==> src/rtl/alu_issue_ctrl_if.sv <==
// Bus bundle between alu_issue_ctrl and its surroundings (instruction
// source, register file, ALU, writeback port).
// Handshake: a word transfers on a rising clk edge where iw_valid and
// iw_ready are both high. The source keeps iw_valid high and iw stable
// until that edge. iw_ready never depends on iw_valid. After a transfer the
// controller is busy and iw_ready stays low until it returns to IDLE.
// The master modport is the environment side. The slave modport is the controller.
interface alu_issue_ctrl_if;
  logic        iw_valid;
  logic [31:0] iw;
  logic        iw_ready;
  logic [4:0]  rs1_addr;
  logic [4:0]  rs2_addr;
  logic [31:0] rs1_data_in;
  logic [31:0] rs2_data_in;
  logic [31:0] alu_iw;
  logic [31:0] alu_rs1;
  logic [31:0] alu_rs2;
  logic        alu_start;
  logic [31:0] alu_out;
  logic        wb_en;
  logic [4:0]  wb_addr;
  logic [31:0] wb_data;
  logic        illegal;
  logic        busy;

  modport slave (
    input  iw_valid, iw, rs1_data_in, rs2_data_in, alu_out,
    output iw_ready, rs1_addr, rs2_addr, alu_iw, alu_rs1, alu_rs2,
           alu_start, wb_en, wb_addr, wb_data, illegal, busy
  );

  modport master (
    output iw_valid, iw, rs1_data_in, rs2_data_in, alu_out,
    input  iw_ready, rs1_addr, rs2_addr, alu_iw, alu_rs1, alu_rs2,
           alu_start, wb_en, wb_addr, wb_data, illegal, busy
  );
endinterface

==> src/rtl/alu_issue_ctrl.sv <==
// alu_issue_ctrl: single-issue sequencer for RV32I OP / OP-IMM words in
// front of a clocked ALU.
// Sequence: IDLE -> READ -> EXEC -> WB -> IDLE. An illegal word takes the
// path IDLE -> ERR -> IDLE instead.
// ALU_LATENCY (1..8) is the ALU latency in cycles. It is measured from the
// edge that samples alu_start high to the edge where alu_out is captured.
// Optional build macro ALU_ISSUE_PERF_EN adds two output ports:
// retired_cnt counts WB states and illegal_cnt counts ERR states.
module alu_issue_ctrl #(
  parameter int ALU_LATENCY = 1
) (
  input  logic             clk,
  input  logic             reset,
  alu_issue_ctrl_if.slave  bus,
  output logic [2:0]       dbg_state_o
`ifdef ALU_ISSUE_PERF_EN
  ,
  output logic [31:0]      retired_cnt,
  output logic [15:0]      illegal_cnt
`endif
);

  localparam logic [2:0] S_IDLE = 3'd0;
  localparam logic [2:0] S_READ = 3'd1;
  localparam logic [2:0] S_EXEC = 3'd2;
  localparam logic [2:0] S_WB   = 3'd3;
  localparam logic [2:0] S_ERR  = 3'd4;

  localparam logic [6:0] OPC_OP     = 7'b0110011;
  localparam logic [6:0] OPC_OP_IMM = 7'b0010011;
  localparam logic [6:0] F7_ZERO    = 7'b0000000;
  localparam logic [6:0] F7_ALT     = 7'b0100000;

  // The counter covers the ALU cycles that follow the alu_start cycle.
  localparam logic [2:0] LAT_M1 = 3'(ALU_LATENCY - 1);

  logic [2:0]  state_q, state_d;
  logic [2:0]  cnt_q, cnt_d;
  logic [31:0] iw_q;
  logic [31:0] rs1_q;
  logic [31:0] rs2_q;
  logic        start_q;
  logic [31:0] wb_data_q;
  logic        accept;
  logic        exec_done;

  // OP: funct7 must be 0. The alternate funct7 (0100000) is allowed only for
  // SUB and SRA. OP-IMM: only the shift-immediates constrain iw[31:25].
  function automatic logic is_legal(input logic [31:0] w);
    logic [6:0] opc;
    logic [2:0] f3;
    logic [6:0] f7;
    logic       ok;
    opc = w[6:0];
    f3  = w[14:12];
    f7  = w[31:25];
    ok  = 1'b0;
    case (opc)
      OPC_OP:     ok = (f7 == F7_ZERO) ||
                       ((f7 == F7_ALT) && ((f3 == 3'b000) || (f3 == 3'b101)));
      OPC_OP_IMM: begin
        case (f3)
          3'b001:  ok = (f7 == F7_ZERO);
          3'b101:  ok = (f7 == F7_ZERO) || (f7 == F7_ALT);
          default: ok = 1'b1;
        endcase
      end
      default:    ok = 1'b0;
    endcase
    return ok;
  endfunction

  assign accept    = (state_q == S_IDLE) && bus.iw_valid;
  // The first EXEC cycle is the alu_start cycle. The countdown begins after it.
  assign exec_done = (state_q == S_EXEC) && !start_q && (cnt_q == 3'd0);

  // Next-state and latency counter logic.
  always_comb begin
    state_d = state_q;
    cnt_d   = cnt_q;
    case (state_q)
      S_IDLE: if (bus.iw_valid) state_d = is_legal(bus.iw) ? S_READ : S_ERR;
      S_READ: begin
        state_d = S_EXEC;
        cnt_d   = LAT_M1;
      end
      S_EXEC: begin
        if (!start_q) begin
          if (cnt_q == 3'd0) state_d = S_WB;
          else               cnt_d   = cnt_q - 3'd1;
        end
      end
      S_WB:    state_d = S_IDLE;
      S_ERR:   state_d = S_IDLE;
      default: state_d = S_IDLE;
    endcase
  end

  // State register. Reset discards any instruction in flight.
  always_ff @(posedge clk or negedge reset) begin
    if (!reset) begin
      state_q <= S_IDLE;
      cnt_q   <= 3'd0;
    end else begin
      state_q <= state_d;
      cnt_q   <= cnt_d;
    end
  end

  // Datapath registers: latched word, operands, start pulse, result.
  always_ff @(posedge clk or negedge reset) begin
    if (!reset) begin
      iw_q      <= 32'd0;
      rs1_q     <= 32'd0;
      rs2_q     <= 32'd0;
      start_q   <= 1'b0;
      wb_data_q <= 32'd0;
    end else begin
      if (accept) iw_q <= bus.iw;
      if (state_q == S_READ) begin
        rs1_q <= bus.rs1_data_in;
        rs2_q <= (iw_q[6:0] == OPC_OP_IMM) ? {{20{iw_q[31]}}, iw_q[31:20]}
                                           : bus.rs2_data_in;
      end
      start_q <= (state_q == S_READ);
      if (exec_done) wb_data_q <= bus.alu_out;
    end
  end

`ifdef ALU_ISSUE_PERF_EN
  // Performance counters. Both wrap naturally at their width.
  always_ff @(posedge clk or negedge reset) begin
    if (!reset) begin
      retired_cnt <= 32'd0;
      illegal_cnt <= 16'd0;
    end else begin
      if (state_q == S_WB)  retired_cnt <= retired_cnt + 32'd1;
      if (state_q == S_ERR) illegal_cnt <= illegal_cnt + 16'd1;
    end
  end
`endif

  assign bus.iw_ready  = (state_q == S_IDLE);
  assign bus.busy      = (state_q != S_IDLE);
  assign bus.rs1_addr  = iw_q[19:15];
  assign bus.rs2_addr  = iw_q[24:20];
  assign bus.alu_iw    = iw_q;
  assign bus.alu_rs1   = rs1_q;
  assign bus.alu_rs2   = rs2_q;
  assign bus.alu_start = start_q;
  assign bus.wb_addr   = iw_q[11:7];
  assign bus.wb_data   = wb_data_q;
  assign bus.wb_en     = (state_q == S_WB) && (iw_q[11:7] != 5'd0);
  assign bus.illegal   = (state_q == S_ERR);
  assign dbg_state_o   = state_q;

endmodule
==> src/flat_wrapper.sv <==
// flat-port wrapper written by rule: the top's interface ports become plain ports
module alu_issue_ctrl_flat 
#(
  parameter int ALU_LATENCY = 1
)
  (clk, reset, dbg_state_o, bus_iw_valid, bus_iw, bus_rs1_data_in, bus_rs2_data_in, bus_alu_out, bus_iw_ready, bus_rs1_addr, bus_rs2_addr, bus_alu_iw, bus_alu_rs1, bus_alu_rs2, bus_alu_start, bus_wb_en, bus_wb_addr, bus_wb_data, bus_illegal, bus_busy);
  alu_issue_ctrl_if bus_i ();
  input  logic clk;
  input  logic reset;
  output logic [2:0] dbg_state_o;
  input wire logic [$bits(bus_i.iw_valid)-1:0] bus_iw_valid;
  input wire logic [$bits(bus_i.iw)-1:0] bus_iw;
  input wire logic [$bits(bus_i.rs1_data_in)-1:0] bus_rs1_data_in;
  input wire logic [$bits(bus_i.rs2_data_in)-1:0] bus_rs2_data_in;
  input wire logic [$bits(bus_i.alu_out)-1:0] bus_alu_out;
  output wire logic [$bits(bus_i.iw_ready)-1:0] bus_iw_ready;
  output wire logic [$bits(bus_i.rs1_addr)-1:0] bus_rs1_addr;
  output wire logic [$bits(bus_i.rs2_addr)-1:0] bus_rs2_addr;
  output wire logic [$bits(bus_i.alu_iw)-1:0] bus_alu_iw;
  output wire logic [$bits(bus_i.alu_rs1)-1:0] bus_alu_rs1;
  output wire logic [$bits(bus_i.alu_rs2)-1:0] bus_alu_rs2;
  output wire logic [$bits(bus_i.alu_start)-1:0] bus_alu_start;
  output wire logic [$bits(bus_i.wb_en)-1:0] bus_wb_en;
  output wire logic [$bits(bus_i.wb_addr)-1:0] bus_wb_addr;
  output wire logic [$bits(bus_i.wb_data)-1:0] bus_wb_data;
  output wire logic [$bits(bus_i.illegal)-1:0] bus_illegal;
  output wire logic [$bits(bus_i.busy)-1:0] bus_busy;
  assign bus_i.iw_valid = bus_iw_valid;
  assign bus_i.iw = bus_iw;
  assign bus_i.rs1_data_in = bus_rs1_data_in;
  assign bus_i.rs2_data_in = bus_rs2_data_in;
  assign bus_i.alu_out = bus_alu_out;
  assign bus_iw_ready = bus_i.iw_ready;
  assign bus_rs1_addr = bus_i.rs1_addr;
  assign bus_rs2_addr = bus_i.rs2_addr;
  assign bus_alu_iw = bus_i.alu_iw;
  assign bus_alu_rs1 = bus_i.alu_rs1;
  assign bus_alu_rs2 = bus_i.alu_rs2;
  assign bus_alu_start = bus_i.alu_start;
  assign bus_wb_en = bus_i.wb_en;
  assign bus_wb_addr = bus_i.wb_addr;
  assign bus_wb_data = bus_i.wb_data;
  assign bus_illegal = bus_i.illegal;
  assign bus_busy = bus_i.busy;
  alu_issue_ctrl #(.ALU_LATENCY(ALU_LATENCY)) u_core (.clk(clk), .reset(reset), .bus(bus_i), .dbg_state_o(dbg_state_o));
endmodule
==> config.mk <==
export PLATFORM = sky130hd
export DESIGN_NAME = alu_issue_ctrl_flat
export DESIGN_NICKNAME = d
export VERILOG_FILES = /design/src/rtl/alu_issue_ctrl_if.sv /design/src/rtl/alu_issue_ctrl.sv /design/src/flat_wrapper.sv
export SDC_FILE = /design/constraint.sdc
export NUM_CORES = 1
export LEC_CHECK = 0
export ABC_AREA = 1
export ABC_CLOCK_PERIOD_IN_PS = 1400
export CORE_MARGIN = 8
export CORE_UTILIZATION = 24
export CTS_CLUSTER_SIZE = 8
export DETAILED_ROUTE_END_ITERATION = 8
export HOLD_SLACK_MARGIN = 0.05
export MAX_ROUTING_LAYER = met4
export PLACE_DENSITY = 0.58
export RECOVER_POWER = 100
export SLEW_MARGIN = 25
export SYNTH_ARGS = -nofsm -noshare
export SYNTH_HDL_FRONTEND = slang
export SYNTH_SLANG_ARGS = --single-unit
export TNS_END_PERCENT = 5
==> constraint.sdc <==
create_clock -name clk -period 1.4 [get_ports clk]
set_input_delay 0.28 -clock clk [delete_from_list [all_inputs] [get_ports clk]]
set_output_delay 0.28 -clock clk [all_outputs]
set_load 0.02 [all_outputs]
==> impl_metrics.tcl, run 1 <==
set metrics [dict create \
    crit_required_ns 1.12 \
    fin_util_pct 40.5 \
    numPortBuffers 281 \
    synth.yosys.seq_area_share_pct 58.1 \
    hold_ws_ns 0.401 \
    clk_pin_slew_ns 0.07 \
    slew_headroom_pct 32.9 \
    violated_checks "negative setup slack" \
    grt_pass1_vias 5096 \
    synth.yosys.warnings 0 \
    pin_count_of_the_biggest_net_entering_global_routing 48 \
    max_clock_freq_mhz 637 \
    core_area_mm2 0.0240 \
    design.die.area_mm2 0.0295 \
    syn_area_mm2 0.00582 \
    power_density_mw_per_mm2 1500 \
    worst_setup_path_end_kind "output port" \
    grt-ovfl-total 0 \
    postSynthRegisterBits 135 \
    vias 4791 \
    biggest_area_consumer_among_synthesized_cells "sky130_fd_sc_hd__dfrtp_1" \
    gr-usage-all-layers_pct 13.5 \
    hold_violations 0 \
    final_period_minus_worst_setup_slack_ns 1.57 \
    routed_via_density 4.02 \
    grt_pass1_wl_um 29900 \
    detailedPlace.worstSlack_ns -0.203 \
    clock_latency_ns 0.41 \
    horizontal_extent_of_the_die_um 172 \
    postSynthAreaPerCell_um2 11.0 \
    synth_area_leaders "sky130_fd_sc_hd__dfrtp_1 (58%), sky130_fd_sc_hd__mux2_4 (13%), sky130_fd_sc_hd__nand2_1 (10%)" \
    final_min_period_over_clock_period_pct 112 \
    synthDistinctLibCells 28 \
    slew_violations 0 \
    postSynthNetCount 664 \
    post_layout_nonfiller_instances 1192 \
    setup_clock_skew_after_layout_ns 0.00907 \
    tightest_slew_ns 1.01 \
    critical_path.startpoint_type "flop" \
    post_layout_total_power_w 0.0146 \
    final_layout_size_suffix_gt1_share_pct 31.7 \
    ctsHtreeMaxLevel 4 \
    detailedRoute.firstIterationViolations 224 \
    max-cap-violations 0 \
    synthCells 531 \
    die_y_um 172 \
    ios 282 \
    finalWorstSetupSlack_ns -0.169 \
    number_of_antenna_repair_diodes 0 \
    grt_setup_unrepaired "yes" \
    cts_tree "done" \
    criticalPathCategory "flop to output port" \
    clockBufferDepth 2 \
    worstPathMaxFanout 3 \
    cts_root_buf "sky130_fd_sc_hd__clkbuf_16" \
    rows 57 \
    report.final.setup_viol 104 \
    crit_arrival_ns 1.29 \
    detail-route-antenna-nets 0 \
    power.leakage_nw 4.62 \
    start_util_pct 24.2 \
    dp.cells 1154 \
    worst_hold_path_type "input pin to flop" \
    run_status "complete, but fails checks" \
    first_pass_iters 4 \
    clkSinkCount 135 \
    synthToLayoutAreaGrowth_pct 67.4 \
    antenna_found_initial 0 \
    place.gp.congestion 0.763 \
    dp.final_hpwl_um 15000 \
    route.detailed.drc 0 \
    finish.net_count 988 \
    yosysTopAreaCellShare_pct 58.1 \
    numCtsBuffers 17 \
    wl_per_cell_um 16.9 \
    wirelength_routed_um 20200 \
    ir_drop_mv 0.562 \
]
[final timing paths]
| check | from | to | slack [ns] | cells past startpoint |
|---|---|---|---|---|
| worst max-delay path | u_core.dbg_state_o[2] | bus_iw_ready | -0.17 | 4 |
| min in group asynchronous | reset | u_core.bus.alu_iw[17] | 0.58 | 2 |
| worst max register to register | u_core.dbg_state_o[2] | u_core.bus.wb_data[24] | -0.13 | 6 |
| worst min register to register | u_core.bus.alu_rs1[17] | u_core.bus.alu_rs1[17] | 0.48 | 2 |
| worst min-delay path | bus_rs1_data_in[25] | u_core.bus.alu_rs1[25] | 0.40 | 3 |
| max in group asynchronous | reset | u_core.bus.alu_rs1[2] | 0.07 | 3 |
[final cells by class]
type / instances / area [µm²]
Fill cell: 2407 / 14300
Sequential cell: 135 / 3380
Timing Repair Buffer: 345 / 3080
Multi-Input combinational cell: 336 / 2210
Clock buffer: 18 / 439
Tap cell: 324 / 405
Clock inverter: 14 / 139
Inverter: 20 / 90.1
[critical path: stages (launching register included)]
cell and delay [ns]:
sky130_fd_sc_hd__dfrtp_2 0.43, sky130_fd_sc_hd__nor2_4 0.17, sky130_fd_sc_hd__nand2_4 0.09, sky130_fd_sc_hd__inv_6 0.05, sky130_fd_sc_hd__buf_4 0.13
[cell usage after synthesis, drive strengths merged]
library cell,instances
nand2,162
dfrtp,135
mux2,56
buf,32
o21ai,31
nor2,26
a21boi,21
or2,21
inv,20
nand3,9
clkbuf,8
nor3,3
ha,2
nand4,2
a21oi,1
nor3b,1
o22ai,1
[stage by stage]
| stage | TNS (ns) | cell area [µm²] |
|---|---|---|
| 2_1_floorplan | -2.94 | 5860 |
| 3_3_place_gp | -12.26 | 9390 |
| 3_5_place_dp | -14.42 | 9390 |
| 4_1_cts | -8.90 | 9960 |
| 5_1_grt | -27.67 | 9740 |
| 6_report | -8.19 | 9740 |
[report_power, final]
group / total, W / internal [W] / switching, W
Sequential: 0.00537 / 0.00482 / 0.000545
Clock: 0.00444 / 0.00254 / 0.00190
Combinational: 0.00480 / 0.00229 / 0.00251
[registers in the layout (all words and copies together), names as in the netlist]
name and count:
u_core.bus.alu_start 1, u_core.bus.alu_rs2 32, u_core.bus.alu_rs1 32, u_core.bus.alu_iw 32, u_core.bus.wb_data 32, u_core.dbg_state_o 3
u_core.cnt_q 3
[cell families (layout without fill, tap and decap cells)]
family / count (synthesis) / in the layout / synth area share (%)
AO/OA/AOI/OAI: 54 / 54 / 5.57
adder cells (fa/ha/maj): 2 / 2 / 0.430
buffers and inverters: 60 / 397 / 5.89
flip-flops: 135 / 135 / 58.1
multiplexers: 56 / 56 / 14.0
AND/OR/NAND/NOR: 224 / 224 / 16.0
[layer usage]
layer  track usage [%]  share of wire, %  vias to the layer above
met5                 -                 0                        -
met4              3.36              0.84                        0
met3              3.58               6.0                        7
met2              21.9                50                      139
met1              16.6                43                     2295
li1                  -                 -                     2350
[layout by cell type, fill, tap and decap left out, drive strengths merged, types with 9 or more instances in the layout]
cell type      count
a21boi            21
buf               84
clkbuf            94
clkdlybuf4s15     55
clkdlybuf4s50    129
dfrtp            135
inv               27
mux2              56
nand2            162
nand3              9
nor2              26
o21ai             31
or2               21
[repair_timing]
action	CTS	global route
gates resized for setup	429	115
pin swaps	5	4
endpoints found under the setup margin	265	208
hold endpoints to repair	29	0
cloned	0	2
buffers inserted	2	1
hold buffers	1	0
(Power assumes the default switching activity.)
==> run 2, diff against run 1 <==
--- a/config.mk
+++ b/config.mk
@@ -8,12 +8,12 @@
 export ABC_AREA = 1
 export ABC_CLOCK_PERIOD_IN_PS = 1400
 export CORE_MARGIN = 8
-export CORE_UTILIZATION = 24
+export CORE_UTILIZATION = 37
 export CTS_CLUSTER_SIZE = 8
 export DETAILED_ROUTE_END_ITERATION = 8
 export HOLD_SLACK_MARGIN = 0.05
 export MAX_ROUTING_LAYER = met4
-export PLACE_DENSITY = 0.58
+export PLACE_DENSITY = 0.81
 export RECOVER_POWER = 100
 export SLEW_MARGIN = 25
 export SYNTH_ARGS = -nofsm -noshare
==> run 2 against run 1 <==
  * The flow still finishes with violations (negative setup slack)
  * Clock skew down 0.0027 ns
  * Final cell count is 9.6% lower
  * Sequential power is essentially flat
  * Sequential cell count did not move
  * First-iteration DRC count is 14% lower
  * Register-to-register slack worse by 0.09 ns
  * Critical path type unchanged
  * Largest cell class unchanged
  * Highest routed layer unchanged
==> impl_metrics.tcl, run 2 (synthesis results as in run 1) <==
set metrics [dict create \
    worst_setup_path_end_kind "output port" \
    antenna_found_initial 0 \
    numCtsBuffers 17 \
    slowest_delay_ns 0.44 \
    hold_ws_ns 0.399 \
    cp_num_cells 4 \
    number_of_antenna_repair_diodes 0 \
    violated_checks "negative setup slack" \
    final_period_minus_worst_setup_slack_ns 1.62 \
    tightest_slew_ns 0.947 \
    wl_per_cell_um 17.6 \
    wirelength_routed_um 19000 \
    final_layout_size_suffix_gt1_share_pct 27.8 \
    final.setup.tns_ns -11.62 \
    horizontal_extent_of_the_die_um 141 \
    critical-path-top-delay-family "flip-flops" \
    grt_setup_unrepaired "yes" \
    reg2regPathDepth 7 \
    multiInputGateArea_mm2 0.00220 \
    critical-path-slowest-cell "sky130_fd_sc_hd__dfrtp_2" \
    max_clock_freq_mhz 619 \
    clockBufferDepth 2 \
    cp_buf_inv_count 2 \
    worst_hold_path_type "input pin to flop" \
    detailedRoute.firstIterationViolations 193 \
    synthToLayoutAreaGrowth_pct 63.3 \
    first_pass_iters 4 \
    cts_root_buf "sky130_fd_sc_hd__clkbuf_16" \
    pin_count_of_the_biggest_net_entering_global_routing 48 \
    place.gp.congestion 0.822 \
    criticalPathCategory "flop to output port" \
    routed_via_density 4.53 \
    layout.cells.most_common "sky130_fd_sc_hd__nand2_1" \
    rows 46 \
    grt_pass1_vias 5244 \
    power_density_mw_per_mm2 1550 \
    crit_path_cell_trace "nor2_4 > nand2_4 > inv_6 > buf_2" \
    grt-ovfl-total 0 \
    report.final.setup_viol 110 \
    hold_violations 0 \
    ir_drop_mv 0.732 \
    clock_latency_ns 0.41 \
    design.die.area_mm2 0.0200 \
    dp.final_hpwl_um 14000 \
    core_area_mm2 0.0156 \
    cts_tree "done" \
    most_used_cells_in_the_layout_excluding_fill_and_tap_cells "sky130_fd_sc_hd__nand2_1 (155), sky130_fd_sc_hd__dfrtp_1 (132), sky130_fd_sc_hd__clkdlybuf4s50_1 (129)" \
    critical_path.startpoint_type "flop" \
    crit_required_ns 1.12 \
    gr-usage-all-layers_pct 19.4 \
    numPortBuffers 281 \
    run_status "complete, but fails checks" \
    start_util_pct 37.3 \
    clk_pin_slew_ns 0.06 \
    max-cap-violations 0 \
    ctsHtreeMaxLevel 4 \
    detail-route-antenna-nets 0 \
    slew_headroom_pct 36.9 \
    final_min_period_over_clock_period_pct 115 \
    die_y_um 141 \
    grt_pass1_wl_um 29100 \
    vias 4884 \
    fillerInstances 1295 \
    route.detailed.drc 0 \
    hold_depth 3 \
    clkSinkCount 135 \
    crit_arrival_ns 1.34 \
    finalWorstSetupSlack_ns -0.215 \
    finish.net_count 982 \
    regArea_mm2 0.00338 \
    worstPathMaxFanout 3 \
    ios 282 \
    setup_clock_skew_after_layout_ns 0.00636 \
    slew_violations 0 \
    power.leakage_nw 4.57 \
]
## run 2: worst paths after layout
| kind | to | slack, ns | start |
|---|---|---|---|
| min in group asynchronous | u_core.bus.alu_iw[7] | 0.56 | reset |
| worst min-delay path | u_core.bus.alu_rs1[25] | 0.40 | bus_rs1_data_in[25] |
| max in group asynchronous | u_core.bus.alu_rs1[7] | 0.13 | reset |
| worst max-delay path | bus_iw_ready | -0.22 | u_core.dbg_state_o[2] |
| worst min register to register | u_core.bus.alu_rs1[9] | 0.47 | u_core.bus.alu_rs1[9] |
| worst max register to register | u_core.bus.wb_data[14] | -0.22 | u_core.dbg_state_o[2] |
## run 2: cell type report
type | instances | share of cell area (%)
Clock buffer | 24 | 4.97
Inverter | 20 | 0.922
Tap cell | 216 | 2.84
Sequential cell | 135 | 35.6
Timing Repair Buffer | 339 | 31.2
Multi-Input combinational cell | 336 | 23.2
Clock inverter | 8 | 1.28
## run 2: worst register-to-register path: cells and delay by family (launching register included)
family / cells / cell delay (ns)
flops: 1 / 0.44
simple gates: 4 / 0.44
buf+inv: 2 / 0.32
mux: 1 / 0.30
## run 2: what timing repair did
item                       4_1_cts  5_1_grt
pin swaps                        5        6
setup endpoints to repair      261      210
resized for setup              419      111
hold buffers                     1        0
buffers inserted                 2        3
gates cloned                     0        2
hold endpoints to repair        26        0
## run 2: metal layers
layer  routed length [µm]  up-vias  share of wire (%)  GRT usage (%)
met3                 1160       31                6.1           5.17
met2                 9390      174                 49           32.4
met4                  454        0                2.4           7.29
met1                 8000     2335                 42           22.1
li1                     -     2344                  -              -
met5                    0        -                  0              -
## run 2: through the flow
| step | util (%) | instance area [µm²] | setup WS [ns] | total power [W] | instances |
|---|---|---|---|---|---|
| after floorplan | - | 5860 | -0.0743 | 0.00799 | 531 |
| after global placement | 58.6 | 9140 | -0.203 | 0.0108 | 1038 |
| after detailed placement | 58.6 | 9140 | -0.263 | 0.0110 | 1038 |
| after CTS | 62.3 | 9710 | -0.258 | 0.0151 | 1073 |
| after global routing | 60.9 | 9500 | -0.286 | 0.0155 | 1078 |
| final | 60.9 | 9500 | -0.215 | 0.0147 | 1078 |
## run 2: where the power goes
part	internal (W)	switching, W	total, W	leakage, nW
clock network	0.00289	0.00163	0.00452	0.288
registers	0.00483	0.000551	0.00538	1.59
logic	0.00228	0.00255	0.00483	2.69
